===== config.mk =====
export PLATFORM = sky130hd
export DESIGN_NAME = mem_arbiter
export DESIGN_NICKNAME = d
export VERILOG_FILES = /design/src/rtl/mem_arb_pkg.sv /design/src/rtl/mem_arb_grant.sv /design/src/rtl/mem_arbiter.sv
export SDC_FILE = /design/constraint.sdc
export NUM_CORES = 1
export LEC_CHECK = 0
export BUFFER_PORTS_ARGS = -buffer_cell sky130_fd_sc_hd__clkbuf_2
export CAP_MARGIN = 0
export CORE_AREA = 2 2 209 211
export DETAILED_ROUTE_END_ITERATION = 10
export DIE_AREA = 0 0 211 213
export GPL_TIMING_DRIVEN = 1
export REMOVE_ABC_BUFFERS = 1
export SLEW_MARGIN = 20
export SYNTH_ARGS = -nofsm -noshare
export SYNTH_HDL_FRONTEND = slang
export SYNTH_SLANG_ARGS = --single-unit

===== constraint.sdc =====
create_clock -name clock -period 3.3 [get_ports clock]
set_clock_uncertainty 0.1 [all_clocks]
set_input_delay 0 -clock clock [delete_from_list [all_inputs] [get_ports clock]]
set_output_delay 0 -clock clock [all_outputs]
set_load 0.02 [all_outputs]

===== src/rtl/mem_arb_pkg.sv =====
// mem_arb_pkg: shared state, owner and load-size encodings for mem_arbiter
package mem_arb_pkg;
  typedef enum logic [1:0] {
    IDLE   = 2'd0,
    ACCESS = 2'd1,
    RESP   = 2'd2
  } state_t;
  localparam logic OWN_IFU = 1'b0;
  localparam logic OWN_LSU = 1'b1;
  localparam logic [3:0] SZ_B = 4'b0001;
  localparam logic [3:0] SZ_H = 4'b0010;
  localparam logic [3:0] SZ_W = 4'b0100;
  localparam logic [3:0] SZ_D = 4'b1000;
endpackage


===== src/rtl/mem_arb_grant.sv =====
// mem_arb_grant: IFU/LSU grant, fixed LSU priority or round-robin under MEM_ARBITER_RR_EN
module mem_arb_grant
  import mem_arb_pkg::*;
(
`ifdef MEM_ARBITER_RR_EN
  input  logic clock,
  input  logic reset,
`endif
  input  logic en,
  input  logic ifu_valid,
  input  logic lsu_valid,
  output logic ifu_grant,
  output logic lsu_grant
);
`ifdef MEM_ARBITER_RR_EN
  logic last_grant;
  // remember who won the most recent accept so the other side wins the next tie
  always_ff @(posedge clock)
    if (reset) last_grant <= OWN_IFU;
    else if (ifu_grant | lsu_grant) last_grant <= lsu_grant;
  // tie goes to the requester not granted last
  always_comb begin
    lsu_grant = en & lsu_valid & (~ifu_valid | (last_grant == OWN_IFU));
    ifu_grant = en & ifu_valid & ~lsu_grant;
  end
`else
  // LSU always wins a tie
  always_comb begin
    lsu_grant = en & lsu_valid;
    ifu_grant = en & ifu_valid & ~lsu_valid;
  end
`endif
endmodule


===== src/rtl/mem_arbiter.sv =====
// mem_arbiter: one-in-flight IFU/LSU sharing of the data-memory port (round-robin with MEM_ARBITER_RR_EN)
module mem_arbiter
  import mem_arb_pkg::*;
#(
  parameter int LATENCY = 1,
  parameter int ADDR_W  = 64,
  parameter int DATA_W  = 64
) (
  input  logic              clock,
  input  logic              reset,
  input  logic              ifu_req_valid,
  output logic              ifu_req_ready,
  input  logic [ADDR_W-1:0] ifu_addr,
  output logic              ifu_resp_valid,
  output logic [DATA_W-1:0] ifu_rdata,
  input  logic              lsu_req_valid,
  output logic              lsu_req_ready,
  input  logic              lsu_we,
  input  logic [ADDR_W-1:0] lsu_addr,
  input  logic [DATA_W-1:0] lsu_wdata,
  input  logic [3:0]        lsu_wmask,
  input  logic [3:0]        lsu_read_size,
  input  logic              lsu_zero_extends,
  output logic              lsu_resp_valid,
  output logic [DATA_W-1:0] lsu_rdata,
  output logic              mem_read_en,
  output logic              mem_write_en,
  output logic [ADDR_W-1:0] mem_addr,
  output logic [DATA_W-1:0] mem_write_data,
  output logic [3:0]        mem_wmask,
  output logic [3:0]        mem_read_size,
  output logic              mem_zero_extends,
  input  logic [DATA_W-1:0] mem_read_data
);
  state_t state, state_n;
  logic owner, we, zext, idle, access, last, accept;
  logic [ADDR_W-1:0] addr;
  logic [DATA_W-1:0] wdata;
  logic [3:0] wmask, size, cnt;

  assign idle   = state == IDLE;
  assign access = state == ACCESS;
  assign last   = cnt == 4'd0;
  assign accept = ifu_req_ready | lsu_req_ready;

  mem_arb_grant u_grant (
`ifdef MEM_ARBITER_RR_EN
    .clock     (clock),
    .reset     (reset),
`endif
    .en        (idle),
    .ifu_valid (ifu_req_valid),
    .lsu_valid (lsu_req_valid),
    .ifu_grant (ifu_req_ready),
    .lsu_grant (lsu_req_ready)
  );

  assign mem_addr         = addr;
  assign mem_write_data   = wdata;
  assign mem_wmask        = wmask;
  assign mem_read_size    = size;
  assign mem_zero_extends = zext;

  // state register
  always_ff @(posedge clock)
    if (reset) state <= IDLE;
    else state <= state_n;

  // next state and strobes; a store writes only on its final cycle so memory sees one write edge
  always_comb begin
    state_n        = idle ? (accept ? ACCESS : IDLE) : access ? (last ? RESP : ACCESS) : IDLE;
    mem_read_en    = access & ~we;
    mem_write_en   = access & we & last;
    ifu_resp_valid = (state == RESP) & (owner == OWN_IFU);
    lsu_resp_valid = (state == RESP) & (owner == OWN_LSU);
  end

  // latch the accepted request, count down the access, capture the result for its owner
  always_ff @(posedge clock)
    if (reset) begin
      owner     <= OWN_IFU;
      we        <= 1'b0;
      zext      <= 1'b0;
      addr      <= '0;
      wdata     <= '0;
      wmask     <= '0;
      size      <= '0;
      cnt       <= '0;
      ifu_rdata <= '0;
      lsu_rdata <= '0;
    end else begin
      if (accept) begin
        owner <= lsu_req_ready ? OWN_LSU : OWN_IFU;
        we    <= lsu_req_ready & lsu_we;
        zext  <= lsu_req_ready ? lsu_zero_extends : 1'b1;
        addr  <= lsu_req_ready ? lsu_addr : ifu_addr;
        wdata <= lsu_req_ready ? lsu_wdata : '0;
        wmask <= lsu_req_ready ? lsu_wmask : 4'b0000;
        size  <= lsu_req_ready ? lsu_read_size : SZ_W;
        cnt   <= 4'(LATENCY - 1);
      end else if (access && !last) cnt <= cnt - 4'd1;
      if (access && last && owner == OWN_LSU) lsu_rdata <= we ? '0 : mem_read_data;
      if (access && last && owner == OWN_IFU) ifu_rdata <= mem_read_data;
    end
endmodule


[Word-level counts from Yosys, hierarchy flattened]
Cells that the tools add are included.
Word-level totals
  output and inout port bits: 271
  flip-flop bits (word level): 273
  bits of input ports: 270
Cells by class
  equal/unequal tests: 2
  add/subtract/negate cells: 1
  multiplexer cells: 11
  reductions and logical operators: 8
  bitwise gates (word level): 13
Operator list (number)
  $mux W64: 3
  $and A1 B1 Y1: 9
  $mux W4: 2
  $mux W2: 3
  $logic_and A1 B1 Y1: 4
  $logic_not A4 Y1: 1
  $sub A4 B1 Y4 const B: 1
  $mux W1: 3
  $not A1 Y1: 3
  $eq A2 B1 Y1 const B: 1
  $eq A2 B2 Y1 const B: 1
  $logic_not A2 Y1: 1
  $reduce_or A2 Y1: 1
  $logic_not A1 Y1: 1
  $or A1 B1 Y1: 1

[Longest topological paths before layout]
Gate-level depths: netlist (run 1).
  depth in word-level cells: 6
  depth in mapped cells: 8

[Modules after synthesis]
Synthesis (run 1) repeated with hierarchy kept, for this count alone.
Second synthesis, totals
  cells, all modules: 1071
  area, all modules: 11245.8 um2
By module, submodules not included
  mem_arbiter: instances 1, area an instance 11229.5 um2, cells an instance 1069, sequential area each 5465.2 um2
  mem_arb_grant: instances 1, area an instance 16.3 um2, cells an instance 2, sequential area each 0.0 um2

[Least setup slack after synthesis (run 1)]
OpenSTA, ideal clock, no wires.
  path type: register to output
  start point: register cnt[0]
  end point: output mem_write_en
  arrival: 1575 ps
  cell stages (with the launch flop): 7
  data required time: 3200 ps
  setup slack: 1625 ps
  path buffers: 2
  cells stage by stage: dfxtp_1 inv_1 ha_1 nand4bb_4 buf_6 clkbuf_1 nor3b_1
On the way
  longest elaborated chain between the ends: 2
RTL lines
  start, declared: RTL line mem_arbiter.sv:39  | logic [3:0] wmask, size, cnt;
  start signal, assigned: RTL line mem_arbiter.sv:100  | cnt <= 4'(LATENCY - 1);
  start signal, assigned: RTL line mem_arbiter.sv:101  | end else if (access && !last) cnt <= cnt - 4'd1;
  $logic_not A4 Y1: RTL line mem_arbiter.sv:43  | assign last = cnt == 4'd0;
  $and A1 B1 Y1: RTL line mem_arbiter.sv:73  | mem_write_en = access & we & last;
  end, declared: RTL line mem_arbiter.sv:27  | output logic mem_write_en,
Every way passes these cells.

[Worst setup path after layout (run 1)]
  start point: register state[0]
  end point: register addr[23], in the netlist mem_addr[23]
On the way
  longest elaborated chain between the ends: 4
RTL lines
  start, declared: RTL line mem_arbiter.sv:35  | state_t state, state_n;
  start signal, assigned: RTL line mem_arbiter.sv:67  | else state <= state_n;
  $logic_not A2 Y1 *: RTL line mem_arbiter.sv:41  | assign idle = state == IDLE;
  $and A1 B1 Y1 (2 in a row): RTL line mem_arb_grant.sv:30  | ifu_grant = en & ifu_valid & ~lsu_valid;
  $or A1 B1 Y1: RTL line mem_arbiter.sv:44  | assign accept = ifu_req_ready | lsu_req_ready;
  end signal, assigned: RTL line mem_arbiter.sv:96  | addr <= lsu_req_ready ? lsu_addr : ifu_addr;
  end, declared: RTL line mem_arbiter.sv:37  | logic [ADDR_W-1:0] addr;
Mark *: on every way between the ends. The rest lies on a longest branch, timed or not.
A chain may end at the register's enable or synchronous reset.

==> metrics.yaml, run 1 <==
status:
  status: "complete, no violations"
worst_hold_path:
  holdPathStages: 3
  hp-class: "in2reg"
  holdPathEnd: "mem_write_data[8]$_SDFFE_PP0P_"
  worstHoldStart: "lsu_wdata[8]"
routing:
  via_per_inst: 4.708
  dr.pass1.iters: 4
  drc: 0
  wl_per_cell_um: 17.99
  vias: 11040
  drt-total-wl_um: 42190
  antenna_left: 0
  drt_iter0_markers: 515
cells_and_area:
  nets: 2046
  fin_cells: 2345
  drive_above_1_share_pct: 34.95
  final_util_pct: 40.77
  syn2layout_area_growth_pct: 64.86
pwr:
  p_per_area_nw_per_um2: 515.1
  p_leak_nw: 7.714
  ir_drop_mv: 0.3281
grt:
  grt_max_degree: 104
  gr-total-overflow: 0
  grt_pass1_wl_um: 62380
  antenna_found_initial: 3
  track_usage_pct: 17.55
  grt_pass1_vias: 11058
synth:
  ys_types: 35
  syn-instance-count: 1009
  yosys-top-cells-area: "dfxtp_1 (52%), mux2i_1 (12%), a22o_1 (6.0%), nand4b_1 (5.3%), o2bb2ai_1 (5.3%)"
  synth_area_um2: 10560
  synth_ff_type: "dfxtp_1"
  synth-edff-count: 0
  synth_area_per_cell_um2: 10.46
  yosys.area.top_type_share_pct: 51.77
  yosysTopAreaCell: "dfxtp_1"
  synth_commonest_cells: "dfxtp_1 (273), nand2_1 (129), mux2i_1 (128), a22o_1 (72), o21ai_0 (68)"
  ys_ff_latch: 273
  ys_warn_count: 0
  synth_most_common_cell: "dfxtp_1"
  ys_seq_area_share_pct: 51.77
  async_reset_ff_share_pct: 0
timing:
  fin_crit_ns: 2.546
  finalSetupViolations: 0
  tightest_slew_ns: 1.087
  hold_viol_final: 0
  post-route-period-util_pct: 77.16
  slew_violations: 0
  rsz0062_at_grt: "false"
  max_freq_ghz: 0.3927
  max-slew-margin-rel_pct: 27.53
critical_path:
  critPathArrivalTime_ns: 2.88
  critPathRequiredTime_ns: 3.63
  endpoint_kind: "flop"
  critPathMaxFanout: 67
  cp_slowest_cell: "dlygate4sd3_1"
  path_cells: "nor3b_2 > buf_12 > mux2i_1 > dlygate4sd3_1 > o2bb2ai_1"
  path_class: "reg2reg"
  r2r-start: "state[0]$_SDFF_PP0_"
  r2r_slack_ns: 0.75
  cp-start-kind: "flop"
  ff2ff_path_depth: 5
  crit-reg2reg-capture: "mem_addr[23]$_SDFFE_PP0P_"
  cp_slowest_stage_delay_ns: 0.65
clock_tree:
  clock_path_buffers: 3
  cts_buffers: 30
  clock_latency_ns: 0.59
  cts_sinks: 273
  cts_resized: 0
  tritoncts: "yes"
  root_buffer: "clkbuf_16"
  cts.reportedPaths.clkPinSlew_ns: 0.07
  htreeDepth: 1
floorplanning:
  die_y_um: 213
  core_um2: 42700
  rows: 76
  die_w_um: 211
  initial_utilization_pct: 24.73
  io_pins: 541
  die_area_um2: 44940
placed_design:
  dp_hpwl_um: 28330
  placed_cells: 2017
  io_buffer_count: 540
  gp_congestion: 0.8344
flow_run:
  cap_violations: 0
power breakdown:
group	switching [mW]	internal [mW]	leakage [nW]	total (mW)
Clock	1.40	2.09	0.520	3.49
Sequential	0.147	3.52	2.23	3.67
Combinational	0.997	0.802	4.96	1.80
Total	2.55	6.42	7.71	8.96
per-stage QoR:
step	TNS (ns)	worst slack [ns]	power [mW]	cell area [um^2]	hold WS, ns
after global routing	0	0.7321	9.299	17410	0.05035
after detailed placement	0	1.012	5.204	13630	0.1143
final	0	0.7538	8.965	17410	0.05703
after global placement	0	1.117	5.184	13630	0.1106
after CTS	0	0.8382	9.027	17400	0.02737
after floorplan	-453.64	-5.193	4.541	9955	-0.03093
layout make-up:
| type | instances | area (um^2) |
|---|---|---|
| tap | 546 | 683.2 |
| inverter | 5 | 20.02 |
| antenna | 2 | 5.005 |
| fill | 4030 | 25290 |
| clock inverter | 8 | 115.1 |
| multi-input combinational | 628 | 4497 |
| timing repair buffer | 837 | 5688 |
| sequential | 273 | 5466 |
| clock buffer | 46 | 930.9 |
critical path: cells and delay by family, from the launching register on:
kind | cells | cell delay (ns)
multiplexers | 1 | 0.32
flip-flops | 1 | 0.41
AND/OR/NAND/NOR | 1 | 0.31
AO/OA/AOI/OAI | 1 | 0.09
buffers and inverters | 2 | 1.01
cells by family after synthesis:
family	Yosys count	synth area share (%)
flops	273	51.77
buf+inv	108	5.890
mux	128	12.14
simple gates	222	11.93
compound gates	277	18.16
fa+ha+maj	1	0.1185
registers in the layout (all words and copies together) (netlist names):
register          count
ifu_rdata            64
lsu_rdata            64
mem_addr             64
mem_write_data       64
cnt                   4
mem_read_size         4
mem_wmask             4
state                 2
mem_zero_extends      1
owner                 1
we                    1
worst max path at each step:
stage,depth (start not counted),startpoint,end,slack (ns)
2_1_floorplan,3,state[0]$_SDFF_PP0_,mem_addr[0]$_SDFFE_PP0P_,-5.19
3_3_place_gp,6,cnt[0]$_SDFFE_PP0P_,ifu_rdata[24]$_SDFFE_PP0P_,1.12
3_5_place_dp,6,cnt[0]$_SDFFE_PP0P_,ifu_rdata[7]$_SDFFE_PP0P_,1.01
4_1_cts,6,cnt[0]$_SDFFE_PP0P_,mem_write_en,0.84
5_1_grt,5,state[0]$_SDFF_PP0_,mem_addr[23]$_SDFFE_PP0P_,0.73
6_report,5,state[0]$_SDFF_PP0_,mem_addr[23]$_SDFFE_PP0P_,0.75
routing by layer:
metal,global-route usage (%),wire length (um)
met2,31.25,20960
met3,3.192,2651
met5,0,13
met1,20.08,16410
met4,9.058,2156
cell usage in the layout, fill, tap and decap left out, types with 2 or more instances in the layout:
master and instances:
clkinv_2 6, nor3b_1 3, buf_12 6, dfxtp_1 272
nand4b_1 64, a21boi_1 3, o21ai_0 68, clkbuf_1 4
clkbuf_8 12, or3_1 2, bufinv_16 2, inv_1 4
nor2b_1 2, nor2_1 5, clkbuf_16 30, buf_4 19
mux2i_1 128, nor3_1 4, a21oi_1 67, nand2_1 128
or4_1 2, dlygate4sd3_1 272, a22o_1 72, o2bb2ai_1 64
clkbuf_2 540, diode_2 2
what timing repair did:
item / 4_1_cts / 5_1_grt
hold buffers: 272 / 0
hold endpoints to repair: 269 / 0
setup buffers: 0 / 0
(Power assumes the default switching activity.)
==> run 2, diff against run 1 <==
--- a/config.mk
+++ b/config.mk
@@ -7,9 +7,9 @@
 export LEC_CHECK = 0
 export BUFFER_PORTS_ARGS = -buffer_cell sky130_fd_sc_hd__clkbuf_2
 export CAP_MARGIN = 0
-export CORE_AREA = 2 2 209 211
+export CORE_AREA = 2 2 213 215
 export DETAILED_ROUTE_END_ITERATION = 10
-export DIE_AREA = 0 0 211 213
+export DIE_AREA = 0 0 215 217
 export GPL_TIMING_DRIVEN = 1
 export REMOVE_ABC_BUFFERS = 1
 export SLEW_MARGIN = 20
==> constraint.sdc (replaced) <==
create_clock -name clock -period 2.25 [get_ports clock]
set_clock_uncertainty 0.1 [all_clocks]
set_input_delay 0 -clock clock [delete_from_list [all_inputs] [get_ports clock]]
set_output_delay 0 -clock clock [all_outputs]
set_load 0.02 [all_outputs]
==> metrics.yaml, run 2 (same netlist as run 1, synthesis figures left out) <==
status:
  status: "complete, no violations"  # unchanged
critical_path:
  path_cells: "nor2_1 > a21oi_4 > buf_4 > a22o_1 > dlygate4sd3_1"  # was nor3b_2 > buf_12 > mux2i_1 > dlygate4sd3_1 > o2bb2ai_1
  path_buf_inv: 2  # unchanged
  cp_slowest_cell: "dlygate4sd3_1"  # unchanged
  path_delay_family: "buffers and inverters"  # unchanged
  critPathArrivalTime_ns: 2.53  # was 2.88 ns
  cp-start-kind: "flop"  # unchanged
  critPathMaxFanout: 11  # was 67
  endpoint_kind: "flop"  # unchanged
  r2r-start: "state[1]$_SDFF_PP0_"  # was state[0]$_SDFF_PP0_
  critPathRequiredTime_ns: 2.61  # was 3.63 ns
  cp_slowest_stage_delay_ns: 0.57  # was 0.65 ns
  crit_path_start: "state[1]$_SDFF_PP0_"  # was state[0]$_SDFF_PP0_
  path_class: "reg2reg"  # unchanged
grt:
  track_usage_pct: 17.27  # was 17.55%
  gr-total-overflow: 0  # unchanged
  antenna_found_initial: 3  # unchanged
  grt_max_degree: 68  # was 104
  grt_pass1_wl_um: 64510  # was 62380 um
  grt_pass1_vias: 11335  # was 11058
flow_run:
  cap_violations: 0  # unchanged
routing:
  top_layer_used: "met5"  # unchanged
  wl_met3_um: 3163  # was 2651 um
  dr.pass1.iters: 5  # was 4
  drt_iter0_markers: 642  # was 515
  via_per_inst: 4.618  # was 4.708
  drc: 0  # unchanged
  met1Wirelength_um: 16830  # was 16410 um
  wl_per_cell_um: 17.86  # was 17.99 um
  antenna_left: 0  # unchanged
  vias: 11129  # was 11040
  drt-total-wl_um: 43030  # was 42190 um
  met2WireLength_um: 21210  # was 20960 um
timing:
  rsz0062_at_grt: "false"  # unchanged
  max_freq_ghz: 0.4623  # was 0.3927 GHz
  setup_tns_ns: 0  # unchanged
  postLayoutSetupSlackWorst_ns: 0.08700  # was 0.7538 ns
  hold_slack_ns: 0.07154  # was 0.05703 ns
  slew_violations: 0  # unchanged
  hold_viol_final: 0  # unchanged
  fin_crit_ns: 2.163  # was 2.546 ns
  post-route-period-util_pct: 96.13  # was 77.16%
  tightest_slew_ns: 0.7365  # was 1.087 ns
  finalSetupViolations: 0  # unchanged
  max-slew-margin-rel_pct: 50.90  # was 27.53%
clock_tree:
  cts_sinks: 273  # unchanged
  cts.reportedPaths.clkPinSlew_ns: 0.06  # was 0.07 ns
  cts_buffers: 31  # was 30
  tritoncts: "yes"  # unchanged
  root_buffer: "clkbuf_16"  # unchanged
  clock_path_buffers: 3  # unchanged
  clock_latency_ns: 0.58  # was 0.59 ns
  htreeDepth: 1  # unchanged
cells_and_area:
  nets: 2056  # was 2046
  drive_above_1_share_pct: 35.18  # was 34.95%
  syn2layout_area_growth_pct: 67.39  # was 64.86%
  fin_area_um2: 17670  # was 17410 um^2
  layout_common_cells: "clkbuf_2 (540), dlygate4sd3_1 (278), dfxtp_1 (271), nand2_1 (128), mux2i_1 (128)"  # was clkbuf_2 (540), dfxtp_1 (272), dlygate4sd3_1 (272), nand2_1 (128), mux2i_1 (128)
  final_common_cell: "clkbuf_2"  # unchanged
placed_design:
  placedInstanceArea_um2: 13790  # was 13630 um^2
  gp_congestion: 0.8500  # was 0.8344
  dp_slack_ns: 0.3871  # was 1.012 ns
  io_buffer_count: 540  # unchanged
  dp_hpwl_um: 27860  # was 28330 um
worst_hold_path:
  hp-class: "in2reg"  # unchanged
  worstHoldStart: "lsu_wdata[57]"  # was lsu_wdata[8]
pwr:
  ir_drop_mv: 0.5365  # was 0.3281 mV
  p_per_area_nw_per_um2: 746.1  # was 515.1 nW/um^2
  p_leak_nw: 7.797  # was 7.714 nW
floorplanning:
  core_um2: 44700  # was 42700 um^2
  initial_utilization_pct: 23.62  # was 24.73%
  io_pins: 541  # unchanged
  rows: 78  # was 76
  die_area_um2: 46660  # was 44940 um^2
  die_y_um: 217  # was 213 um
  die_w_um: 215  # was 211 um
run 2: area by class of cell:
| cell class | count | area [um^2] |
|---|---|---|
| sequential | 273 | 5468 |
| fill | 4244 | 27030 |
| tap | 600 | 750.7 |
| clock buffer | 39 | 845.8 |
| timing repair buffer | 846 | 5891 |
| multi-input combinational | 628 | 4504 |
| clock inverter | 17 | 187.7 |
| inverter | 5 | 20.02 |
| antenna | 2 | 5.005 |
run 2: path summary, 6_finish.rpt:
kind	slack (ns)	depth (start not counted)	end
worst max-delay path	0.09	5	mem_write_data[43]$_SDFFE_PP0P_
worst min-delay path	0.07	3	mem_write_data[57]$_SDFFE_PP0P_
worst max register to register	0.09	5	mem_write_data[43]$_SDFFE_PP0P_
worst min register to register	0.35	2	ifu_rdata[48]$_SDFFE_PP0P_
run 2: worst min-delay path: cells and delay by family:
family / cells / cell delay, ns
AO/OA/AOI/OAI: 1 / 0.11
buffers and inverters: 2 / 0.62
run 2: metal layers:
metal  GRT usage [%]  up-vias
met5               0        -
met4           7.448        2
met3           3.592      106
met2           30.87      550
met1           19.95     5234
li1                -     5237
run 2: per-stage QoR:
stage	power, mW	cells	util, %
after floorplan	6.660	906	-
after global placement	7.624	2072	30.86
after detailed placement	7.660	2072	30.86
after CTS	13.29	2406	39.42
after global routing	13.73	2409	39.53
final	13.19	2410	39.54
run 2: timing repair:
action                                  in CTS  in global routing
resized for setup                            3                  3
cloned                                       0                  1
setup buffers                                0                  1
endpoints found under the hold margin      269                  0
endpoints found under the setup margin       1                  4
hold buffers                               278                  0
run 2: power by group:
| part | switching (mW) | leakage, nW | internal, mW | total (mW) |
|---|---|---|---|---|
| sequential | 0.202 | 2.23 | 5.17 | 5.37 |
| combinational | 1.47 | 5.05 | 1.17 | 2.65 |
| clock | 2.15 | 0.512 | 3.01 | 5.17 |
==> run 3, diff against run 2 <==
--- a/config.mk
+++ b/config.mk
@@ -7,9 +7,9 @@
 export LEC_CHECK = 0
 export BUFFER_PORTS_ARGS = -buffer_cell sky130_fd_sc_hd__clkbuf_2
 export CAP_MARGIN = 0
-export CORE_AREA = 2 2 213 215
+export CORE_AREA = 2 2 209 211
 export DETAILED_ROUTE_END_ITERATION = 10
-export DIE_AREA = 0 0 215 217
+export DIE_AREA = 0 0 211 213
 export GPL_TIMING_DRIVEN = 1
 export REMOVE_ABC_BUFFERS = 1
 export SLEW_MARGIN = 20
==> constraint.sdc (replaced) <==
create_clock -name clock -period 2.8 [get_ports clock]
set_clock_uncertainty 0.1 [all_clocks]
set_input_delay 0 -clock clock [delete_from_list [all_inputs] [get_ports clock]]
set_output_delay 0 -clock clock [all_outputs]
set_load 0.02 [all_outputs]
==> metrics.yaml, run 3 (same netlist as run 1, synthesis figures left out) <==
clock_tree:
  clock_latency_ns: 0.56  # was 0.58 ns
  htreeDepth: 1  # unchanged
  tritoncts: "yes"  # unchanged
  cts_resized: 0  # was 3
  cts.reportedPaths.clkPinSlew_ns: 0.06  # about the same
  clock_path_buffers: 3  # unchanged
  root_buffer: "clkbuf_16"  # unchanged
  cts_buffers: 29  # was 31
  cts_sinks: 273  # unchanged
cells_and_area:
  drive_above_1_share_pct: 34.60  # was 35.18%
  syn2layout_area_growth_pct: 64.35  # was 67.39%
  final_common_cell: "clkbuf_2"  # unchanged
  layout_common_cells: "clkbuf_2 (540), dfxtp_1 (272), dlygate4sd3_1 (272), nand2_1 (128), mux2i_1 (128)"  # was clkbuf_2 (540), dlygate4sd3_1 (278), dfxtp_1 (271), nand2_1 (128), mux2i_1 (128)
  nets: 2034  # was 2056
  fin_area_um2: 17350  # was 17670 um^2
  fillers: 4016  # was 4244
critical_path:
  path_cells: "inv_1 > ha_1 > nand4bb_4 > buf_4 > nor3b_1 > clkbuf_2"  # was nor2_1 > a21oi_4 > buf_4 > a22o_1 > dlygate4sd3_1
  critPathRequiredTime_ns: 2.70  # was 2.61 ns
  critPathMaxFanout: 66  # was 11
  path_class: "reg2out"  # was reg2reg
  ff2ff_path_depth: 5  # unchanged
  r2r-start: "state[0]$_SDFF_PP0_"  # was state[1]$_SDFF_PP0_
  critPathArrivalTime_ns: 2.54  # was 2.53 ns
  cp_slowest_cell: "nor3b_1"  # was dlygate4sd3_1
  crit-reg2reg-capture: "mem_addr[33]$_SDFFE_PP0P_"  # was mem_write_data[43]$_SDFFE_PP0P_
  endpoint_kind: "output pin"  # was flop
  crit_path_start: "cnt[0]$_SDFFE_PP0P_"  # was state[1]$_SDFF_PP0_
  r2r_slack_ns: 0.39  # was 0.09 ns
  cp_slowest_stage_delay_ns: 0.60  # was 0.57 ns
  cp-start-kind: "flop"  # unchanged
flow_run:
  cap_violations: 0  # unchanged
pwr:
  p_per_area_nw_per_um2: 614.8  # was 746.1 nW/um^2
  finalPower_mw: 10.67  # was 13.19 mW
  p_leak_nw: 7.672  # was 7.797 nW
  ir_drop_mv: 0.4119  # was 0.5365 mV
timing:
  max-slew-margin-rel_pct: 27.95  # was 50.90%
  setup_tns_ns: 0  # unchanged
  max_freq_ghz: 0.3788
  slew_violations: 0  # unchanged
  rsz0062_at_grt: "false"  # unchanged
  postLayoutSetupSlackWorst_ns: 0.1601  # was 0.08700 ns
  tightest_slew_ns: 1.081  # was 0.7365 ns
  hold_slack_ns: 0.07017  # was 0.07154 ns
  fin_crit_ns: 2.640
  hold_viol_final: 0  # unchanged
  finalSetupViolations: 0  # unchanged
  post-route-period-util_pct: 94.28
grt:
  gr-total-overflow: 0  # unchanged
  grt_max_degree: 113  # was 68
  track_usage_pct: 17.62  # was 17.27%
  antenna_found_initial: 3  # unchanged
  grt_pass1_wl_um: 62240  # was 64510 um
  grt_pass1_vias: 10881  # was 11335
floorplanning:
  initial_utilization_pct: 24.73  # was 23.62%
  io_pins: 541  # unchanged
  die_area_um2: 44940  # was 46660 um^2
  core_um2: 42700  # was 44700 um^2
  rows: 76  # was 78
  die_y_um: 213  # was 217 um
  die_w_um: 211  # was 215 um
placed_design:
  placedInstanceArea_um2: 13560  # was 13790 um^2
  io_buffer_count: 540  # unchanged
  dp_hpwl_um: 27620  # was 27860 um
  gp_congestion: 0.8125  # was 0.8500
  dp_slack_ns: 0.6163  # was 0.3871 ns
routing:
  drc: 0  # unchanged
  dr.pass1.iters: 5  # unchanged
  via_per_inst: 4.684  # was 4.618
  wl_per_cell_um: 18.18  # was 17.86 um
  antenna_left: 0  # unchanged
  drt-total-wl_um: 42450  # was 43030 um
  vias: 10936  # was 11129
  drt_iter0_markers: 561  # was 642
worst_hold_path:
  worstHoldStart: "lsu_req_valid"  # was lsu_wdata[57]
  holdPathStages: 4  # was 3
  holdPathEnd: "we$_SDFFE_PP0P_"  # was mem_write_data[57]$_SDFFE_PP0P_
  hp-class: "in2reg"  # unchanged
status:
  status: "complete, no violations"  # unchanged
==> run 3: cell types whose count changed in the layout (fill, tap and decap cells not counted), moves of 2 or more <==
| cell | previous run | this run |
|---|---|---|
| clkbuf_16 | 32 | 29 |
| bufinv_16 | 3 | 5 |
| clkbuf_8 | 4 | 8 |
| dlygate4sd3_1 | 278 | 272 |
| buf_4 | 13 | 7 |
| buf_12 | 12 | 7 |
| clkinv_2 | 10 | 8 |
==> run 3: layer usage <==
layer / wire [um] / track usage [%]
met5: 0 / 0
met4: 2485 / 10.34
met3: 2667 / 3.427
met2: 20690 / 30.90
met1: 16600 / 19.93
==> run 3: area by class of cell <==
type / instances / area [um^2] / area share, %
repair buffers: 826 / 5618 / 32.38
flip-flops and latches: 273 / 5466 / 31.50
multi-input cells: 628 / 4497 / 25.92
clock buffers: 40 / 847.1 / 4.882
well taps: 546 / 683.2 / 3.937
clock inverters: 14 / 212.7 / 1.226
inverters: 5 / 20.02 / 0.1154
diodes: 3 / 7.507 / 0.04327
==> run 3: worst max-delay path, delay by kind of cell (launching register included) <==
family | cells | cell delay (ns)
fa+ha+maj | 1 | 0.23
buf+inv | 3 | 0.68
simple gates | 2 | 0.74
flops | 1 | 0.32
==> run 3: where the power goes <==
group | leakage [nW] | total, mW | internal [mW] | switching [mW]
logic | 4.91 | 2.11 | 0.935 | 1.18
registers | 2.23 | 4.33 | 4.15 | 0.176
clock network | 0.526 | 4.23 | 2.58 | 1.65
==> run 3: worst max path at each step <==
stage                     slack (ns)  cells past startpoint                        to
after floorplan                -5.69                      3  mem_addr[0]$_SDFFE_PP0P_
after global placement          0.62                      6              mem_write_en
after detailed placement        0.62                      6              mem_write_en
after CTS                       0.01                      6              mem_write_en
after global routing           0.005                      6              mem_write_en
final                           0.16                      6              mem_write_en
==> run 3: through the flow <==
stage / utilization (%) / std cells
finish: 40.64 / 2335
detailed placement: 31.76 / 2006
CTS: 40.62 / 2332
global route: 40.64 / 2335
floorplan: - / 906
global placement: 31.76 / 2006
==> run 3: timing repair <==
| action | in CTS | in global routing |
|---|---|---|
| endpoints found under the setup margin | 0 | 0 |
| hold buffers | 272 | 0 |
| buffers inserted | 0 | 0 |
| hold endpoints to repair | 269 | 0 |
